==> src/rtl/adder_seq_arbiter_if.sv <==
// Requester-side and adder-side bus between the PE requesters, the arbiter and the shared adder.
// The slave modport is the arbiter's view; the master modport is the surrounding environment's view.
interface adder_seq_arbiter_if #(
  parameter int NUM_REQ    = 4,
  parameter int DATA_WIDTH = 16
);
  logic [NUM_REQ-1:0]              i_req_valid;
  logic [NUM_REQ*2*DATA_WIDTH-1:0] i_req_data;
  logic [NUM_REQ-1:0]              o_req_ready;
  logic [NUM_REQ-1:0]              o_rsp_valid;
  logic [DATA_WIDTH-1:0]           o_rsp_data;
  logic [1:0]                      o_add_valid;
  logic [2*DATA_WIDTH-1:0]         o_add_data_bus;
  logic                            o_add_en;
  logic                            i_add_valid;
  logic [DATA_WIDTH-1:0]           i_add_data_bus;

  modport slave (
    input  i_req_valid, i_req_data, i_add_valid, i_add_data_bus,
    output o_req_ready, o_rsp_valid, o_rsp_data, o_add_valid, o_add_data_bus, o_add_en
  );

  modport master (
    output i_req_valid, i_req_data, i_add_valid, i_add_data_bus,
    input  o_req_ready, o_rsp_valid, o_rsp_data, o_add_valid, o_add_data_bus, o_add_en
  );
endinterface

==> src/rtl/adder_seq_arbiter.sv <==
// Round-robin arbiter sharing one pipelined adder between NUM_REQ requesters, with owner-tag routing.
// Optional saturating grant counter is enabled by defining ADDER_SEQ_ARBITER_GRANT_CNT_EN.
module adder_seq_arbiter #(
  parameter int NUM_REQ       = 4,
  parameter int DATA_WIDTH    = 16,
  parameter int ADDER_LATENCY = 1
) (
  input  logic               clk,
  input  logic               rst,
  input  logic               i_en,
  input  logic               i_pause,
  adder_seq_arbiter_if.slave bus,
  output logic               o_busy,
  output logic               o_paused,
  output logic               o_err,
  output logic [31:0]        o_grant_cnt
);
  localparam int IDX_W  = $clog2(NUM_REQ);
  localparam int PAIR_W = 2 * DATA_WIDTH;

  typedef enum logic [1:0] {ST_RUN, ST_DRAIN, ST_PAUSED} state_t;

  state_t                   r_state;
  state_t                   w_state_next;
  logic [IDX_W-1:0]         r_ptr;
  logic                     r_tag_vld [ADDER_LATENCY];
  logic [IDX_W-1:0]         r_tag_idx [ADDER_LATENCY];
  logic [ADDER_LATENCY-1:0] r_ign;
  logic                     r_err;

  logic [PAIR_W-1:0]        w_req_pair [NUM_REQ];
  logic [ADDER_LATENCY-1:0] w_tag_vld_vec;
  logic                     w_busy;
  logic                     w_last_vld;
  logic [IDX_W-1:0]         w_last_idx;
  logic                     w_ign;
  logic                     w_gate;
  logic                     w_found;
  logic                     w_grant;
  logic [IDX_W-1:0]         w_win;
  logic [IDX_W-1:0]         w_cand;
  logic [NUM_REQ-1:0]       w_ready;
  logic [NUM_REQ-1:0]       w_rsp_valid;

  genvar gi;
  generate
    for (gi = 0; gi < NUM_REQ; gi++) begin : g_unpack
      assign w_req_pair[gi] = bus.i_req_data[gi*PAIR_W +: PAIR_W];
    end
    for (gi = 0; gi < ADDER_LATENCY; gi++) begin : g_tag_vec
      assign w_tag_vld_vec[gi] = r_tag_vld[gi];
    end
  endgenerate

  assign w_busy     = |w_tag_vld_vec;
  assign w_last_vld = r_tag_vld[ADDER_LATENCY-1];
  assign w_last_idx = r_tag_idx[ADDER_LATENCY-1];
  assign w_ign      = r_ign[ADDER_LATENCY-1];
  assign w_gate     = !rst && (r_state == ST_RUN) && i_en && !i_pause;
  assign w_grant    = w_gate && w_found;

  // Search starts one past the last winner and wraps, so the previous winner is checked last.
  always_comb begin
    w_found = 1'b0;
    w_win   = r_ptr;
    w_cand  = r_ptr;
    for (int off = 0; off < NUM_REQ; off++) begin
      w_cand = (w_cand == IDX_W'(NUM_REQ - 1)) ? '0 : w_cand + IDX_W'(1);
      if (!w_found && bus.i_req_valid[w_cand]) begin
        w_found = 1'b1;
        w_win   = w_cand;
      end
    end
  end

  always_comb begin
    w_ready = '0;
    if (w_grant) w_ready[w_win] = 1'b1;
  end

  always_comb begin
    w_rsp_valid = '0;
    if (bus.i_add_valid && w_last_vld) w_rsp_valid[w_last_idx] = 1'b1;
  end

  assign bus.o_req_ready    = w_ready;
  assign bus.o_rsp_valid    = w_rsp_valid;
  assign bus.o_rsp_data     = rst ? '0 : bus.i_add_data_bus;
  assign bus.o_add_valid    = w_grant ? 2'b11 : 2'b00;
  assign bus.o_add_data_bus = w_grant ? w_req_pair[w_win] : '0;
  // Keeping the adder enabled while tags are in flight stops i_en from stranding a result.
  assign bus.o_add_en       = !rst && (i_en || w_busy);
  assign o_busy             = w_busy;
  assign o_paused           = (r_state == ST_PAUSED);
  assign o_err              = r_err;

  always_ff @(posedge clk or posedge rst) begin
    if (rst) begin
      for (int s = 0; s < ADDER_LATENCY; s++) begin
        r_tag_vld[s] <= 1'b0;
        r_tag_idx[s] <= '0;
      end
    end else begin
      r_tag_vld[0] <= w_grant;
      r_tag_idx[0] <= w_win;
      for (int s = 1; s < ADDER_LATENCY; s++) begin
        r_tag_vld[s] <= r_tag_vld[s-1];
        r_tag_idx[s] <= r_tag_idx[s-1];
      end
    end
  end

  always_ff @(posedge clk or posedge rst) begin
    if (rst) begin
      r_ptr <= IDX_W'(NUM_REQ - 1);
    end else if (w_grant) begin
      r_ptr <= w_win;
    end
  end

  // Results already inside the adder at reset time surface during the first ADDER_LATENCY
  // cycles afterwards; they belong to discarded tags and must not be flagged as errors.
  always_ff @(posedge clk or posedge rst) begin
    if (rst) begin
      r_ign <= '1;
      r_err <= 1'b0;
    end else begin
      r_ign <= r_ign << 1;
      if (bus.i_add_valid && !w_last_vld && !w_ign) r_err <= 1'b1;
    end
  end

  always_ff @(posedge clk or posedge rst) begin
    if (rst) r_state <= ST_RUN;
    else     r_state <= w_state_next;
  end

  always_comb begin
    w_state_next = r_state;
    case (r_state)
      ST_RUN:    if (i_pause) w_state_next = ST_DRAIN;
      ST_DRAIN: begin
        if (!i_pause)     w_state_next = ST_RUN;
        else if (!w_busy) w_state_next = ST_PAUSED;
      end
      ST_PAUSED: if (!i_pause) w_state_next = ST_RUN;
      default:   w_state_next = ST_RUN;
    endcase
  end

`ifdef ADDER_SEQ_ARBITER_GRANT_CNT_EN
  logic [31:0] r_grant_cnt;

  always_ff @(posedge clk or posedge rst) begin
    if (rst) begin
      r_grant_cnt <= '0;
    end else if (w_grant && (r_grant_cnt != 32'hFFFF_FFFF)) begin
      r_grant_cnt <= r_grant_cnt + 32'd1;
    end
  end

  assign o_grant_cnt = r_grant_cnt;
`else
  assign o_grant_cnt = '0;
`endif
endmodule

==> src/flat_wrapper.sv <==
// flat-port wrapper written by rule: the top's interface ports become plain ports
module adder_seq_arbiter_flat 
#(
  parameter int NUM_REQ       = 4,
  parameter int DATA_WIDTH    = 16,
  parameter int ADDER_LATENCY = 1
)
  (clk, rst, i_en, i_pause, o_busy, o_paused, o_err, o_grant_cnt, bus_i_req_valid, bus_i_req_data, bus_i_add_valid, bus_i_add_data_bus, bus_o_req_ready, bus_o_rsp_valid, bus_o_rsp_data, bus_o_add_valid, bus_o_add_data_bus, bus_o_add_en);
  adder_seq_arbiter_if #(.NUM_REQ(NUM_REQ), .DATA_WIDTH(DATA_WIDTH)) bus_i ();
  input  logic clk;
  input  logic rst;
  input  logic i_en;
  input  logic i_pause;
  output logic o_busy;
  output logic o_paused;
  output logic o_err;
  output logic [31:0] o_grant_cnt;
  input wire logic [$bits(bus_i.i_req_valid)-1:0] bus_i_req_valid;
  input wire logic [$bits(bus_i.i_req_data)-1:0] bus_i_req_data;
  input wire logic [$bits(bus_i.i_add_valid)-1:0] bus_i_add_valid;
  input wire logic [$bits(bus_i.i_add_data_bus)-1:0] bus_i_add_data_bus;
  output wire logic [$bits(bus_i.o_req_ready)-1:0] bus_o_req_ready;
  output wire logic [$bits(bus_i.o_rsp_valid)-1:0] bus_o_rsp_valid;
  output wire logic [$bits(bus_i.o_rsp_data)-1:0] bus_o_rsp_data;
  output wire logic [$bits(bus_i.o_add_valid)-1:0] bus_o_add_valid;
  output wire logic [$bits(bus_i.o_add_data_bus)-1:0] bus_o_add_data_bus;
  output wire logic [$bits(bus_i.o_add_en)-1:0] bus_o_add_en;
  assign bus_i.i_req_valid = bus_i_req_valid;
  assign bus_i.i_req_data = bus_i_req_data;
  assign bus_i.i_add_valid = bus_i_add_valid;
  assign bus_i.i_add_data_bus = bus_i_add_data_bus;
  assign bus_o_req_ready = bus_i.o_req_ready;
  assign bus_o_rsp_valid = bus_i.o_rsp_valid;
  assign bus_o_rsp_data = bus_i.o_rsp_data;
  assign bus_o_add_valid = bus_i.o_add_valid;
  assign bus_o_add_data_bus = bus_i.o_add_data_bus;
  assign bus_o_add_en = bus_i.o_add_en;
  adder_seq_arbiter #(.NUM_REQ(NUM_REQ), .DATA_WIDTH(DATA_WIDTH), .ADDER_LATENCY(ADDER_LATENCY)) u_core (.clk(clk), .rst(rst), .i_en(i_en), .i_pause(i_pause), .bus(bus_i), .o_busy(o_busy), .o_paused(o_paused), .o_err(o_err), .o_grant_cnt(o_grant_cnt));
endmodule
==> config.mk <==
export PLATFORM = sky130hd
export DESIGN_NAME = adder_seq_arbiter_flat
export DESIGN_NICKNAME = d
export VERILOG_FILES = /design/src/rtl/adder_seq_arbiter_if.sv /design/src/rtl/adder_seq_arbiter.sv /design/src/flat_wrapper.sv
export SDC_FILE = /design/constraint.sdc
export NUM_CORES = 1
export LEC_CHECK = 0
export BUFFER_PORTS_ARGS = -buffer_cell sky130_fd_sc_hd__clkbuf_2
export CAP_MARGIN = 20
export CORE_AREA = 2 2 95 97
export DETAILED_ROUTE_END_ITERATION = 7
export DIE_AREA = 0 0 97 99
export HOLD_SLACK_MARGIN = 0.1
export PLACE_DENSITY = 0.67
export SKIP_CTS_REPAIR_TIMING = 1
export SYNTH_ARGS = -nofsm -noshare
export SYNTH_HDL_FRONTEND = slang
export SYNTH_SLANG_ARGS = --single-unit
==> constraint.sdc <==
create_clock -name clk -period 3.7 [get_ports clk]
set_clock_uncertainty 0.2 [all_clocks]
set_input_delay 0.37 -clock clk [delete_from_list [all_inputs] [get_ports clk]]
set_output_delay 0.37 -clock clk [all_outputs]
set_load 0.01 [all_outputs]
==> qor.csv <==
stage;metric;value;unit
status;outcome;completed;
setup_path;startpoint class of the critical path;flip-flop;
power;VDD IR max;0.320;mV
layout;Area Overhead vs Synth;53.3;%
synthesis;YS warnings;0;
layout;most frequent cells in the layout;clkbuf_2 (214), mux2i_1 (66), o22ai_1 (33), conb_1 (33), nor2b_1 (20);
detailed_routing;met3 wire length;683;um
synthesis;post-synth top area cell;mux2i_1;
power;LEAKAGE;1.87;nW
floorplanning;core box area;8550;um^2
detailed_routing;total number of vias;2527;
clock_network;clk slew on worst S/H paths;0.04;ns
synthesis;Post-synth EDFFs;0;
layout;fillcell total;931;
clock_network;cts bufs inserted;3;
synthesis;syn_area_per_cell;7.97;um^2
sta;period utilisation layout;96.9;%
sta;fmax;279;MHz
clock_network;CTS H-tree lvls;1;
global_routing;grt total ovfl;0;
detailed_routing;DRT met1 WL;2.70;mm
sta;Final setup violation count;0;
synthesis;ys async rst share;100;%
global_routing;largest net degree at the start of global routing;38;
layout;Final Instance Area;3090;um^2
clock_network;CTS sink cnt;9;
detailed_routing;via/cell ratio;4.48;
synthesis;synthesized instance count;253;
synthesis;Synth Flop Type;dfrtp_1;
floorplanning;initial core utilization;23.6;%
setup_path;WS Path Type;flip-flop to output pin;
sta;final hold slack;0.0975;ns
floorplanning;# rows;34;
detailed_routing;DR WL/cell;13.2;um
power;P per Cell Area;566;nW/um^2
detailed_routing;highest routed layer;met4;
place;IO Port Bufs;214;
synthesis;dominant cells by area after synthesis;mux2i_1 (33%), buf_4 (13%), o22ai_1 (10%), dfrtp_1 (7.4%), nor2b_1 (6.2%);
detailed_routing;Routed WL;7.42;mm
layout;fin nets;611;
global_routing;gr usage total;14.2;%
clock_network;CTS root buffer;clkbuf_8;
setup_path;Req. time, crit path;3.13;ns
sta;sum of negative setup slack;0;ns
floorplanning;die width;97;um
layout;Antenna Cells;0;
global_routing;vias in the first global route;2504;
sta;RSZ-0062 raised after global routing;no;
place;Detail Placement HPWL;6.49;mm
worst_hold_path;min-delay worst type;input port to asynchronous set/reset pin;
setup_path;crit-path max FO;27;
place;gpl congestion;0.794;
synthesis;Netlist Area Pre-Place;2020;um^2
floorplanning;die height;99;um
layout;layout cells sized above 1;50.9;%
run;Max-Cap Viols;0;
synthesis;FF+latch count, synth;9;
detailed_routing;First-pass DRT Iterations;4;
synthesis;post-synthesis sequential area ratio;11.4;%
floorplanning;die area;9600;um^2
setup_path;Critical Path AT;3.02;ns
sta;crit path time final;3.59;ns
layout;most common cell after layout, fill and taps aside;clkbuf_2;
sta;Final Hold Viols;0;
synthesis;post-synthesis cell type count;42;
place;DP Area;3050;um^2
setup_path;CP Capture Type;output pin;
global_routing;initial antenna violation count;0;
clock_network;CTS tree;built;
detailed_routing;post-route ant nets;0;
floorplanning;total I/O pin count;247;
detailed_routing;DRT iter0 DRCs;29;
detailed_routing;Post-route DRC;0;
clock_network;Clock Tree Buf Depth;2;
synthesis;share of the synthesized area in the top cell type;32.8;%
detailed_routing;WL met2;3.98;mm
global_routing;first-pass GRT wire length;11.5;mm
clock_network;Clk Latency, worst-skew pair;0.22;ns
sta;Pins Over Slew Limit;0;
-- Yosys cell counts, drive strengths merged, types with 3 or more instances --
library cell	n
nor2	15
nor2b	20
nor3	3
clkbuf	6
dfstp	3
o22ai	34
buf	48
and2b	4
a21oi	6
nand2	5
o21ai	5
dfrtp	6
inv	8
mux2i	66
o311ai	3
-- routing by layer --
layer,vias up,global-route usage (%)
met1,1102,16.7
met2,162,27.2
met4,0,2.17
met5,-,0
met3,4,2.55
li1,1259,-
-- path summary, 6_finish.rpt --
check	from	to	slack, ns	cells after the start
max	u_core.r_ptr[0]	bus_o_add_data_bus[24]	0.11	8
min	rst	u_core.r_tag_idx[0]	0.1	2
max reg2reg	u_core.r_ptr[0]	u_core.r_ptr[1]	0.94	7
min reg2reg	u_core.o_err	u_core.o_err	0.25	1
max in group asynchronous	rst	u_core.r_ptr[0]	2.91	2
min in group clk	bus_i_add_valid	u_core.o_err	0.19	2
-- flip-flops by register name (all words and copies together), names as in the netlist --
signal            flops
u_core.o_busy         1
u_core.r_state        2
u_core.r_ptr          2
u_core.r_tag_idx      2
u_core.o_err          1
u_core.r_ign          1
-- final cells by class --
| cell class | instances | area, um^2 | area share [%] |
|---|---|---|---|
| clock buffer | 4 | 45.0 | 1.46 |
| timing repair buffer | 221 | 1150 | 37.2 |
| inverter | 8 | 30.0 | 0.972 |
| sequential | 9 | 229 | 7.41 |
| tap | 108 | 135 | 4.37 |
| multi-input combinational | 214 | 1500 | 48.6 |
-- cells by family after synthesis --
logic type / share of synthesized area (%)
AO/OA/AOI/OAI: 19.7
adder cells (fa/ha/maj): 0.621
buffers and inverters: 20.4
flip-flops: 11.4
multiplexers: 32.8
other: 0.186
AND/OR/NAND/NOR: 14.9
-- worst max-delay path: stages, from the launching register on --
cell	delay, ns
dfstp_2	0.64
ha_1	0.38
a21bo_1	0.23
o311ai_1	0.08
a311o_1	0.40
or3b_1	0.39
buf_4	0.25
o22ai_1	0.23
clkbuf_2	0.17
-- report_power, final --
| part | internal (mW) | switching, mW |
|---|---|---|
| combinational | 0.705 | 0.764 |
| clock | 0.0746 | 0.0335 |
| sequential | 0.135 | 0.0382 |
-- metrics by stage --
stage / power [mW] / utilization (%) / setup slack, ns / instances
final: 1.75 / 36.1 / 0.114 / 564
after detailed placement: 1.65 / 35.6 / 0.363 / 560
after global routing: 1.88 / 36.1 / 0.00199 / 564
after CTS: 1.77 / 36.1 / 0.114 / 564
after global placement: 1.64 / 35.6 / 0.479 / 560
after floorplan: 1.31 / - / 0.783 / 285
(Power assumes the default switching activity.)
